[src/rtl/subterranean_seq_pkg.sv]
// Shared state encodings and helpers for the Subterranean-SAE duplex sequencer.
package subterranean_seq_pkg;

    typedef logic [3:0] seq_state_t;

    localparam seq_state_t ST_IDLE   = 4'd0;
    localparam seq_state_t ST_INIT   = 4'd1;
    localparam seq_state_t ST_KEY    = 4'd2;
    localparam seq_state_t ST_NONCE  = 4'd3;
    localparam seq_state_t ST_BLANK1 = 4'd4;
    localparam seq_state_t ST_AD     = 4'd5;
    localparam seq_state_t ST_MSG    = 4'd6;
    localparam seq_state_t ST_BLANK2 = 4'd7;
    localparam seq_state_t ST_TAG    = 4'd8;
    localparam seq_state_t ST_DONE   = 4'd9;

    localparam int KEY_BYTES   = 16;
    localparam int NONCE_BYTES = 16;

    // Bytes absorbed by one duplex call: a full word, or whatever tail is left.
    function automatic logic [2:0] call_size(input logic ge4, input logic [2:0] rem_low);
        if (ge4) begin
            return 3'd4;
        end else begin
            return rem_low;
        end
    endfunction

endpackage

[src/rtl/subterranean_seq_phase_cnt.sv]
// Remaining-byte counter for one absorb phase; reloaded at each phase boundary.
module subterranean_seq_phase_cnt #(
    parameter int LEN_W = 16
) (
    input  logic             aclk,
    input  logic             aresetn,
    input  logic             load_i,
    input  logic             step_i,
    input  logic [LEN_W-1:0] len_i,
    output logic [2:0]       size_o,
    output logic             last_o,
    output logic             extra_empty_o,
    output logic             last_data_o
);
    import subterranean_seq_pkg::*;

    logic [LEN_W-1:0] rem_q, rem_d;
    logic             ge4_s;

    assign ge4_s         = (rem_q >= LEN_W'(4));
    assign size_o        = call_size(ge4_s, rem_q[2:0]);
    assign last_o        = ~ge4_s;
    assign extra_empty_o = (rem_q == '0);
    // Final call that still carries data (the one before a size-0 terminator, or the tail).
    assign last_data_o   = ~extra_empty_o & (rem_q <= LEN_W'(4));

    // Saturating decrement by one word per issued call.
    always_comb begin
        rem_d = rem_q;
        if (load_i) begin
            rem_d = len_i;
        end else if (step_i) begin
            rem_d = ge4_s ? (rem_q - LEN_W'(4)) : '0;
        end else begin
            rem_d = rem_q;
        end
    end

    // Remaining-length register.
    always_ff @(posedge aclk or negedge aresetn) begin
        if (!aresetn) begin
            rem_q <= '0;
        end else begin
            rem_q <= rem_d;
        end
    end

endmodule

[src/rtl/subterranean_aead_sequencer.sv]
// Drives one Subterranean duplex core through a complete SAE encrypt/decrypt operation.
module subterranean_aead_sequencer #(
    parameter int LEN_W        = 16,
    parameter int BLANK_ROUNDS = 8,
    parameter int TAG_WORDS    = 4
) (
    input  logic             aclk,
    input  logic             aresetn,
    input  logic             cmd_valid,
    output logic             cmd_ready,
    input  logic             cmd_decrypt,
    input  logic [LEN_W-1:0] cmd_ad_len,
    input  logic [LEN_W-1:0] cmd_msg_len,
    input  logic [31:0]      s_tdata,
    input  logic             s_tvalid,
    output logic             s_tready,
    output logic [31:0]      m_tdata,
    output logic [2:0]       m_tbytes,
    output logic             m_tvalid,
    input  logic             m_tready,
    output logic             m_tlast,
    output logic             sts_valid,
    output logic             sts_tag_ok,
    output logic             core_init,
    output logic             core_start,
    output logic             core_encrypt,
    output logic             core_decrypt,
    output logic [31:0]      core_din,
    output logic [2:0]       core_din_size,
    input  logic [31:0]      core_dout,
    input  logic             core_free,
    input  logic             core_finish
);
    import subterranean_seq_pkg::*;

    localparam logic [7:0] BLANK_LAST = 8'(BLANK_ROUNDS - 1);
    localparam logic [7:0] TAG_LAST   = 8'(TAG_WORDS - 1);

    seq_state_t       state_q, state_d, next_phase_s;
    logic             decrypt_q, waiting_q, tag_ok_q;
    logic [LEN_W-1:0] ad_len_q, msg_len_q, next_len_s;
    logic [7:0]       rnd_q, rnd_d;
    logic             pend_out_q, pend_last_q, pend_cmp_q;
    logic [2:0]       pend_bytes_q;
    logic [31:0]      tag_word_q;

    logic             cmd_ready_q, s_tready_q, m_tvalid_q, m_tlast_q, sts_valid_q, sts_tag_ok_q;
    logic             core_init_q, core_start_q, core_encrypt_q, core_decrypt_q;
    logic [31:0]      m_tdata_q, core_din_q;
    logic [2:0]       m_tbytes_q, core_din_size_q;

    logic [2:0]       cnt_size_s;
    logic             cnt_last_s, cnt_extra_s, cnt_last_data_s, cnt_load_s;
    logic             counted_s, consumes_s, produces_s, phase_last_s, in_call_s;
    logic             issue_s, done_ok_s, cmd_fire_s, capture_s;

    subterranean_seq_phase_cnt #(.LEN_W(LEN_W)) u_phase_cnt (
        .aclk          (aclk),
        .aresetn       (aresetn),
        .load_i        (cnt_load_s),
        .step_i        (issue_s),
        .len_i         (next_len_s),
        .size_o        (cnt_size_s),
        .last_o        (cnt_last_s),
        .extra_empty_o (cnt_extra_s),
        .last_data_o   (cnt_last_data_s)
    );

    // Call gating: a call needs an idle core, input data if it consumes, and room if it produces.
    always_comb begin
        counted_s  = (state_q == ST_KEY) || (state_q == ST_NONCE) ||
                     (state_q == ST_AD)  || (state_q == ST_MSG);
        in_call_s  = (state_q != ST_IDLE) && (state_q != ST_DONE);
        consumes_s = (counted_s && !cnt_extra_s) || ((state_q == ST_TAG) && decrypt_q);
        produces_s = ((state_q == ST_MSG) && !cnt_extra_s) || ((state_q == ST_TAG) && !decrypt_q);
        case (state_q)
            ST_INIT:                            phase_last_s = 1'b1;
            ST_KEY, ST_NONCE, ST_AD, ST_MSG:    phase_last_s = cnt_last_s;
            ST_BLANK1, ST_BLANK2:               phase_last_s = (rnd_q == BLANK_LAST);
            ST_TAG:                             phase_last_s = (rnd_q == TAG_LAST);
            default:                            phase_last_s = 1'b0;
        endcase
        issue_s    = in_call_s && !waiting_q && core_free &&
                     (!consumes_s || s_tvalid) && (!produces_s || !m_tvalid_q || m_tready);
        done_ok_s  = (state_q == ST_DONE) && !waiting_q && !m_tvalid_q;
        cmd_fire_s = (state_q == ST_IDLE) && cmd_valid && cmd_ready_q;
        capture_s  = waiting_q && core_finish;
    end

    // Phase order and the byte length each counted phase starts from.
    always_comb begin
        next_len_s = '0;
        case (state_q)
            ST_INIT:   begin next_phase_s = ST_KEY;    next_len_s = LEN_W'(KEY_BYTES);   end
            ST_KEY:    begin next_phase_s = ST_NONCE;  next_len_s = LEN_W'(NONCE_BYTES); end
            ST_NONCE:  begin next_phase_s = ST_BLANK1; end
            ST_BLANK1: begin next_phase_s = ST_AD;     next_len_s = ad_len_q;            end
            ST_AD:     begin next_phase_s = ST_MSG;    next_len_s = msg_len_q;           end
            ST_MSG:    begin next_phase_s = ST_BLANK2; end
            ST_BLANK2: begin next_phase_s = ST_TAG;    end
            ST_TAG:    begin next_phase_s = ST_DONE;   end
            default:   begin next_phase_s = ST_IDLE;   end
        endcase
        cnt_load_s = issue_s && phase_last_s;
        state_d    = state_q;
        rnd_d      = rnd_q;
        if (cmd_fire_s) begin
            state_d = ST_INIT;
        end else if (done_ok_s) begin
            state_d = ST_IDLE;
        end else if (issue_s) begin
            state_d = phase_last_s ? next_phase_s : state_q;
            rnd_d   = phase_last_s ? 8'd0 : (rnd_q + 8'd1);
        end else begin
            state_d = state_q;
        end
    end

    // Sequencer state, command latch and the registered core request.
    always_ff @(posedge aclk or negedge aresetn) begin
        if (!aresetn) begin
            state_q         <= ST_IDLE;
            rnd_q           <= 8'd0;
            cmd_ready_q     <= 1'b0;
            decrypt_q       <= 1'b0;
            ad_len_q        <= '0;
            msg_len_q       <= '0;
            waiting_q       <= 1'b0;
            pend_out_q      <= 1'b0;
            pend_last_q     <= 1'b0;
            pend_cmp_q      <= 1'b0;
            pend_bytes_q    <= 3'd0;
            tag_word_q      <= 32'd0;
            s_tready_q      <= 1'b0;
            core_start_q    <= 1'b0;
            core_init_q     <= 1'b0;
            core_encrypt_q  <= 1'b0;
            core_decrypt_q  <= 1'b0;
            core_din_q      <= 32'd0;
            core_din_size_q <= 3'd0;
        end else begin
            state_q     <= state_d;
            rnd_q       <= rnd_d;
            cmd_ready_q <= (state_d == ST_IDLE);
            if (cmd_fire_s) begin
                decrypt_q <= cmd_decrypt;
                ad_len_q  <= cmd_ad_len;
                msg_len_q <= cmd_msg_len;
            end
            core_start_q    <= issue_s;
            core_init_q     <= issue_s && (state_q == ST_INIT);
            core_encrypt_q  <= issue_s && (state_q == ST_MSG) && !decrypt_q;
            core_decrypt_q  <= issue_s && (state_q == ST_MSG) && decrypt_q;
            core_din_size_q <= (issue_s && counted_s) ? cnt_size_s : 3'd0;
            core_din_q      <= (issue_s && counted_s && !cnt_extra_s) ? s_tdata : 32'd0;
            s_tready_q      <= issue_s && consumes_s;
            if (issue_s) begin
                waiting_q    <= 1'b1;
                pend_out_q   <= produces_s;
                pend_bytes_q <= (state_q == ST_MSG) ? cnt_size_s : 3'd4;
                pend_last_q  <= ((state_q == ST_TAG) && !decrypt_q && phase_last_s) ||
                                ((state_q == ST_MSG) && decrypt_q && cnt_last_data_s);
                pend_cmp_q   <= (state_q == ST_TAG) && decrypt_q;
                tag_word_q   <= s_tdata;
            end else if (core_finish) begin
                waiting_q <= 1'b0;
            end
        end
    end

    // Single-entry output register, tag comparison and completion status.
    always_ff @(posedge aclk or negedge aresetn) begin
        if (!aresetn) begin
            m_tvalid_q   <= 1'b0;
            m_tlast_q    <= 1'b0;
            m_tdata_q    <= 32'd0;
            m_tbytes_q   <= 3'd0;
            tag_ok_q     <= 1'b0;
            sts_valid_q  <= 1'b0;
            sts_tag_ok_q <= 1'b0;
        end else begin
            if (capture_s && pend_out_q) begin
                m_tvalid_q <= 1'b1;
                m_tdata_q  <= core_dout;
                m_tbytes_q <= pend_bytes_q;
                m_tlast_q  <= pend_last_q;
            end else if (m_tvalid_q && m_tready) begin
                m_tvalid_q <= 1'b0;
                m_tlast_q  <= 1'b0;
            end
            if (cmd_fire_s) begin
                tag_ok_q <= 1'b1;
            end else if (capture_s && pend_cmp_q && (core_dout != tag_word_q)) begin
                tag_ok_q <= 1'b0;
            end
            sts_valid_q  <= done_ok_s;
            sts_tag_ok_q <= done_ok_s && tag_ok_q;
        end
    end

    assign cmd_ready     = cmd_ready_q;
    assign s_tready      = s_tready_q;
    assign m_tdata       = m_tdata_q;
    assign m_tbytes      = m_tbytes_q;
    assign m_tvalid      = m_tvalid_q;
    assign m_tlast       = m_tlast_q;
    assign sts_valid     = sts_valid_q;
    assign sts_tag_ok    = sts_tag_ok_q;
    assign core_init     = core_init_q;
    assign core_start    = core_start_q;
    assign core_encrypt  = core_encrypt_q;
    assign core_decrypt  = core_decrypt_q;
    assign core_din      = core_din_q;
    assign core_din_size = core_din_size_q;

endmodule

[config.mk]
export PLATFORM = sky130hd
export DESIGN_NAME = subterranean_aead_sequencer
export DESIGN_NICKNAME = d
export VERILOG_FILES = /design/src/rtl/subterranean_seq_pkg.sv /design/src/rtl/subterranean_seq_phase_cnt.sv /design/src/rtl/subterranean_aead_sequencer.sv
export SDC_FILE = /design/constraint.sdc
export NUM_CORES = 1
export LEC_CHECK = 0
export CAP_MARGIN = 25
export CORE_MARGIN = 1
export CORE_UTILIZATION = 33
export CTS_BUF_LIST = sky130_fd_sc_hd__clkbuf_8 sky130_fd_sc_hd__clkbuf_16
export CTS_CLUSTER_DIAMETER = 120
export CTS_CLUSTER_SIZE = 12
export DETAILED_ROUTE_END_ITERATION = 10
export HOLD_SLACK_MARGIN = 0.03
export PLACE_DENSITY = 0.55
export SLEW_MARGIN = 20
export SYNTH_ARGS = -nofsm -noshare
export SYNTH_HDL_FRONTEND = slang
export SYNTH_SLANG_ARGS = --single-unit
export TNS_END_PERCENT = 5
[constraint.sdc]
create_clock -name aclk -period 7 [get_ports aclk]
set_input_delay 0.7 -clock aclk [delete_from_list [all_inputs] [get_ports aclk]]
set_output_delay 0.7 -clock aclk [all_outputs]
set_load 0.03 [all_outputs]
==> results of run 1 <==
## worst paths after layout
kind                                      startpoint             to  slack [ns]
worst min register to register              tag_ok_q       tag_ok_q        0.47
min in group aclk                           tag_ok_q       tag_ok_q        0.47
max in group asynchronous                    aresetn  tag_word_q[8]        5.46
worst max register to register  u_phase_cnt.rem_q[2]       rnd_q[4]        3.07
worst max-delay path            u_phase_cnt.rem_q[2]       rnd_q[4]        3.07
worst min-delay path                         aresetn    m_tdata[30]        0.11
## routing by layer
metal | share of wire | GRT usage | up-vias
li1 | - | - | 2820
met1 | 0.47 | 0.240 | 2862
met2 | 0.46 | 0.278 | 193
met3 | 0.057 | 0.0385 | 23
met4 | 0.017 | 0.0579 | 0
met5 | 0 | 0 | -
## power by group
| group | internal (mW) | switching [mW] | total (mW) |
|---|---|---|---|
| registers | 1.44 | 0.287 | 1.73 |
| clock network | 0.592 | 0.460 | 1.05 |
| logic | 0.788 | 0.948 | 1.74 |
| total | 2.82 | 1.70 | 4.52 |
## registers in the layout, summed over array words and instances (netlist names), 3 cells and up
name	cells
ad_len_q	16
core_din	32
core_din_size	3
m_tbytes	3
m_tdata	32
msg_len_q	16
pend_bytes_q	3
rnd_q	8
state_q	4
tag_word_q	32
u_phase_cnt.rem_q	16
## kinds of logic (layout without fill, tap and decap cells)
family | count (synthesis) | in the layout | share of synthesized area
AOI/OAI and AO/OA | 102 | 102 | 0.0877
muxes | 70 | 70 | 0.100
and+or+nand+nor | 263 | 263 | 0.167
buffers and inverters | 48 | 236 | 0.0242
xor gates and xnor gates | 35 | 35 | 0.0390
DFF | 181 | 181 | 0.577
adders and majority gates | 3 | 3 | 0.00478
## cell usage after synthesis (3+ instances only)
cell type / instances / area share
and2_1: 5 / 0.0040
a31oi_1: 4 / 0.0032
nor2_1: 20 / 0.0096
a21o_1: 3 / 0.0029
clkbuf_1: 33 / 0.016
a22o_1: 11 / 0.012
o21ai_0: 35 / 0.022
a22oi_1: 10 / 0.0096
o2bb2ai_1: 3 / 0.0033
nand3_1: 13 / 0.0083
or4_1: 3 / 0.0029
nor3_1: 10 / 0.0064
nor4_1: 13 / 0.010
xor2_1: 35 / 0.039
inv_1: 10 / 0.0048
o31ai_1: 3 / 0.0029
a21oi_1: 13 / 0.0083
dfrtp_1: 181 / 0.58
mux2_2: 69 / 0.099
nor4b_1: 3 / 0.0033
o211ai_1: 4 / 0.0038
and3_1: 37 / 0.029
nand4_1: 5 / 0.0040
nand2_1: 135 / 0.065
ha_1: 3 / 0.0048
## cell type report
type / instances / area [µm²] / area share
inverter: 10 / 37.5 / 0.00349
timing repair buffer: 194 / 1980 / 0.184
tap: 319 / 399 / 0.0371
clock buffer: 18 / 439 / 0.0408
multi-input combinational: 473 / 3170 / 0.294
sequential: 181 / 4530 / 0.421
clock inverter: 14 / 215 / 0.0200
## metrics by stage
stage          cells   util
2_1_floorplan    702      -
3_3_place_gp    1173  0.428
3_5_place_dp    1174  0.429
4_1_cts         1206  0.457
5_1_grt         1209  0.460
6_report        1209  0.460
## worst max-delay path, delay by kind of cell, from the launching register on
| family | cells | cell delay, ns |
|---|---|---|
| fa+ha+maj | 1 | 0.21 |
| compound gates | 3 | 0.37 |
| simple gates | 4 | 1.47 |
| buf+inv | 4 | 1.26 |
| flops | 1 | 0.45 |
==> impl_metrics.tcl, run 1 <==
set metrics [dict create \
    status "finished, final reports clean" \
    die_h_um 156 \
    final_cell_mix "clkdlybuf4s50_1, dfrtp_1, nand2_1" \
    holdBufCountCts 0 \
    clock_latency_ns 0.44 \
    finalHoldViolCount 0 \
    vias 5898 \
    power_density_nw_per_um2 419 \
    cts_root_buf "clkbuf_16" \
    relSlewSlack 0.360 \
    crit_required_ns 7.30 \
    r2r_cells 12 \
    ys_ff_latch 181 \
    wl_per_cell_um 17.2 \
    final_common_cell "clkdlybuf4s50_1" \
    syn_nets 809 \
    grt_pass1_vias 5826 \
    fin_ws_ns 3.07 \
    dieArea_um2 24400 \
    finalSetupViolations 0 \
    drt-pass1-iter-count 5 \
    fin_area_um2 10800 \
    ys.flop_type "dfrtp_1" \
    cts_tree "yes" \
    fin_crit_ns 3.93 \
    dr.first_iter.drc_count 300 \
    final.period_utilization 0.562 \
    seq_area_frac_synth 0.577 \
    critPathLaunchType "flip-flop" \
    yosys_warnings 0 \
    synth.distinct_cells 60 \
    cp_slowest_cell "or4_1" \
    h-tree-depth 4 \
    hold_class "input port to async pin" \
    nNetsFinal 984 \
    gp_congestion 0.835 \
    ant_nets 0 \
    die_w_um 156 \
    max_clock_freq_mhz 254 \
    dpl.hpwl_um 14700 \
    whs_ns 0.109 \
    n_antenna_cell 0 \
    cts_setup_buffers 0 \
    cp_max_fo 43 \
    critPathArrivalTime_ns 4.23 \
    slowest_delay_ns 0.61 \
    dpl_cell_area_um2 10000 \
    critPathCaptureType "flip-flop" \
    vias_per_cell 4.88 \
    grt_first_pass_wirelength_um 32800 \
    ir_worst_vdd_v 0.000161 \
    antenna_found_initial 0 \
    tightest_slew_ns 0.957 \
    finalPower_mw 4.52 \
    drv_cap 0 \
    grt_max_degree 104 \
    routed_wirelength_um 20800 \
    initial_core_util 0.335 \
    path_cells "inv_1 > ha_1 > or3b_1 > or4_1 > o21ai_1 > nand2_2 > buf_4 > inv_1 > buf_4 > o21ai_0 > nand2_1 > o21ai_0" \
    avgSynthCellArea_um2 11.2 \
    synth_edf_count 0 \
    drive_gt1_frac 0.145 \
    fp.coreArea_um2 23400 \
    syn_area_um2 7850 \
    setup_tns_ns 0 \
    p_leak_nw 4.83 \
    dpl_worst_slack_ns 3.07 \
    cts_resized 0 \
    num_io_pins 184 \
    slew_viol_final 0 \
    cts_buffers 17 \
    async_reset_ff_frac 1.00 \
    skew_ns 0.0112 \
    nFillCells 2229 \
    port_buffers 183 \
    syn_to_final_growth_pct 37.2 \
    rows 56 \
    cts.sinks 181 \
    rsz0062_at_grt "false" \
    gr-total-overflow 0 \
    netlist_instances 702 \
    cts.clk_slew.worst_paths_ns 0.08 \
    cts.path.max_buffers 2 \
    drc_errors 0 \
    grt_usage 0.176 \
    crit_type "flip-flop to flip-flop" \
]
Note: power is estimated with default switching activity, not from simulation.
==> run 2: changes to the inputs <==
- PLACE_DENSITY: 0.55 -> 0.57
- clock period: 7 -> 3.5 ns (I/O delays scaled with it)
==> impl_metrics.tcl, run 2 (same netlist as run 1, synthesis figures left out) <==
set metrics [dict create \
    path_cells "inv_1 > ha_1 > or3b_1 > or4_1 > o21ai_1 > nand2_2 > buf_12 > nor2_1 > nand2_1 > o211ai_1" \
    gp_congestion 0.901 \
    finalPower_mw 8.94 \
    fp.coreArea_um2 23400 \
    final_cell_mix "clkdlybuf4s50_1, dfrtp_1, nand2_1" \
    drv_cap 0 \
    critPathArrivalTime_ns 3.58 \
    clock_latency_ns 0.43 \
    final.period_utilization 0.923 \
    fin_crit_ns 3.23 \
    routed_wirelength_um 20700 \
    die_h_um 156 \
    path_buf_inv 2 \
    cts_buffers 17 \
    slew_viol_final 0 \
    crit_family "simple AND/OR/NAND/NOR gates" \
    fin_ws_ns 0.268 \
    cts.clk_slew.worst_paths_ns 0.07 \
    power_frac_seq 0.384 \
    initial_core_util 0.335 \
    power.share.clock 0.222 \
    antenna_found_initial 1 \
    dp_cells 1183 \
    slowest_delay_ns 0.59 \
    grt_max_degree 65 \
    port_buffers 183 \
    die_w_um 156 \
    final_common_cell "clkdlybuf4s50_1" \
    h-tree-depth 4 \
    drive_gt1_frac 0.151 \
    relSlewSlack 0.529 \
    cts_tree "yes" \
    nNetsFinal 991 \
    setup_tns_ns 0 \
    skew_ns 0.0130 \
    syn_to_final_growth_pct 36.7 \
    p_int_mw 5.57 \
    num_io_pins 184 \
    finalHoldViolCount 0 \
    p_sw_frac 0.377 \
    dpl_worst_slack_ns 0.293 \
    r2r_setup_slack_ns 0.27 \
    ant_nets 0 \
    reg2reg_to "u_phase_cnt.rem_q[14]" \
    combinationalPowerShare 0.393 \
    wl_per_cell_um 17.0 \
    p_leak_nw 4.82 \
    fin_cells 1217 \
    r2r-start "u_phase_cnt.rem_q[2]" \
    status "finished, final reports clean" \
    grt_usage 0.176 \
    cts.path.max_buffers 2 \
    nFillCells 2212 \
    cp_max_fo 41 \
    power_density_nw_per_um2 833 \
    dr.first_iter.drc_count 275 \
    gr-total-overflow 0 \
    r2r_cells 10 \
    drt-pass1-iter-count 4 \
    p_switching_mw 3.37 \
    rsz0062_at_grt "false" \
    max_clock_freq_mhz 309 \
    crit_type "flip-flop to flip-flop" \
    vias_per_cell 4.84 \
    finalSetupViolations 0 \
    grt_pass1_vias 5877 \
    dieArea_um2 24400 \
    critPathCaptureType "flip-flop" \
    drc_errors 0 \
    cts.sinks 181 \
    cts_root_buf "clkbuf_16" \
    vias 5896 \
    dpl.hpwl_um 15000 \
    grt_first_pass_wirelength_um 32800 \
    critPathLaunchType "flip-flop" \
    crit_required_ns 3.85 \
    ir_worst_vdd_v 0.000316 \
    cp_slowest_cell "or4_1" \
    tightest_slew_ns 0.698 \
    rows 56 \
    hold_class "input port to async pin" \
]
==> run 2: worst register-to-register path, cell delays in order, from the launching register on <==
cell and delay (ns):
dfrtp_1 0.47, inv_1 0.11, ha_1 0.22, or3b_1 0.43
or4_1 0.59, o21ai_1 0.12, nand2_2 0.21, buf_12 0.25
nor2_1 0.40, nand2_1 0.15, o211ai_1 0.19
==> run 2: area by class of cell <==
cell class | count | area (µm²) | area share
multi-input cells | 473 | 3150 | 0.294
inverters | 10 | 37.5 | 0.00350
repair buffers | 201 | 2000 | 0.186
flip-flops and latches | 181 | 4530 | 0.422
clock inverters | 15 | 189 | 0.0176
well taps | 319 | 399 | 0.0372
clock buffers | 17 | 425 | 0.0396
diodes | 1 | 2.50 | 0.000233
==> run 2: through the flow <==
stage	utilization	cell area, µm²	hold slack (ns)
floorplan	-	7850	0.0544
global placement	0.432	10100	0.385
detailed placement	0.432	10100	0.380
CTS	0.458	10700	0.453
global route	0.458	10700	0.468
finish	0.459	10700	0.466
==> run 2: worst max path at each step <==
stage | from | to | slack (ns) | cells past startpoint
floorplan | u_phase_cnt.rem_q[2] | u_phase_cnt.rem_q[4] | 0.60 | 9
finish | u_phase_cnt.rem_q[2] | u_phase_cnt.rem_q[14] | 0.27 | 10
detailed placement | u_phase_cnt.rem_q[2] | u_phase_cnt.rem_q[14] | 0.29 | 10
global placement | u_phase_cnt.rem_q[2] | u_phase_cnt.rem_q[14] | 0.36 | 10
global route | u_phase_cnt.rem_q[2] | u_phase_cnt.rem_q[14] | 0.03 | 10
CTS | u_phase_cnt.rem_q[2] | u_phase_cnt.rem_q[14] | 0.29 | 10
==> run 2: what timing repair did <==
action / in CTS / in global routing
endpoints found under the hold margin: 61 / 0
hold buffers: 1 / 0
resized for setup: 0 / 0
buffers inserted: 0 / 0
==> run 2: layer usage <==
layer	wire, µm	global-route usage	vias up
li1	-	-	2835
met1	9690	0.247	2855
met2	9560	0.273	186
met3	1170	0.0404	20
met4	245	0.0481	0
met5	0	0	-
==> run 2: power by group through the flow <==
stage	Combinational, mW	Clock (mW)	Sequential (mW)
after detailed placement	3.54	0	3.48
after floorplan	1.76	0	3.87
after global routing	3.84	2.14	3.55
after CTS	3.56	2.04	3.43
after global placement	3.52	0	3.46
final	3.51	1.99	3.44
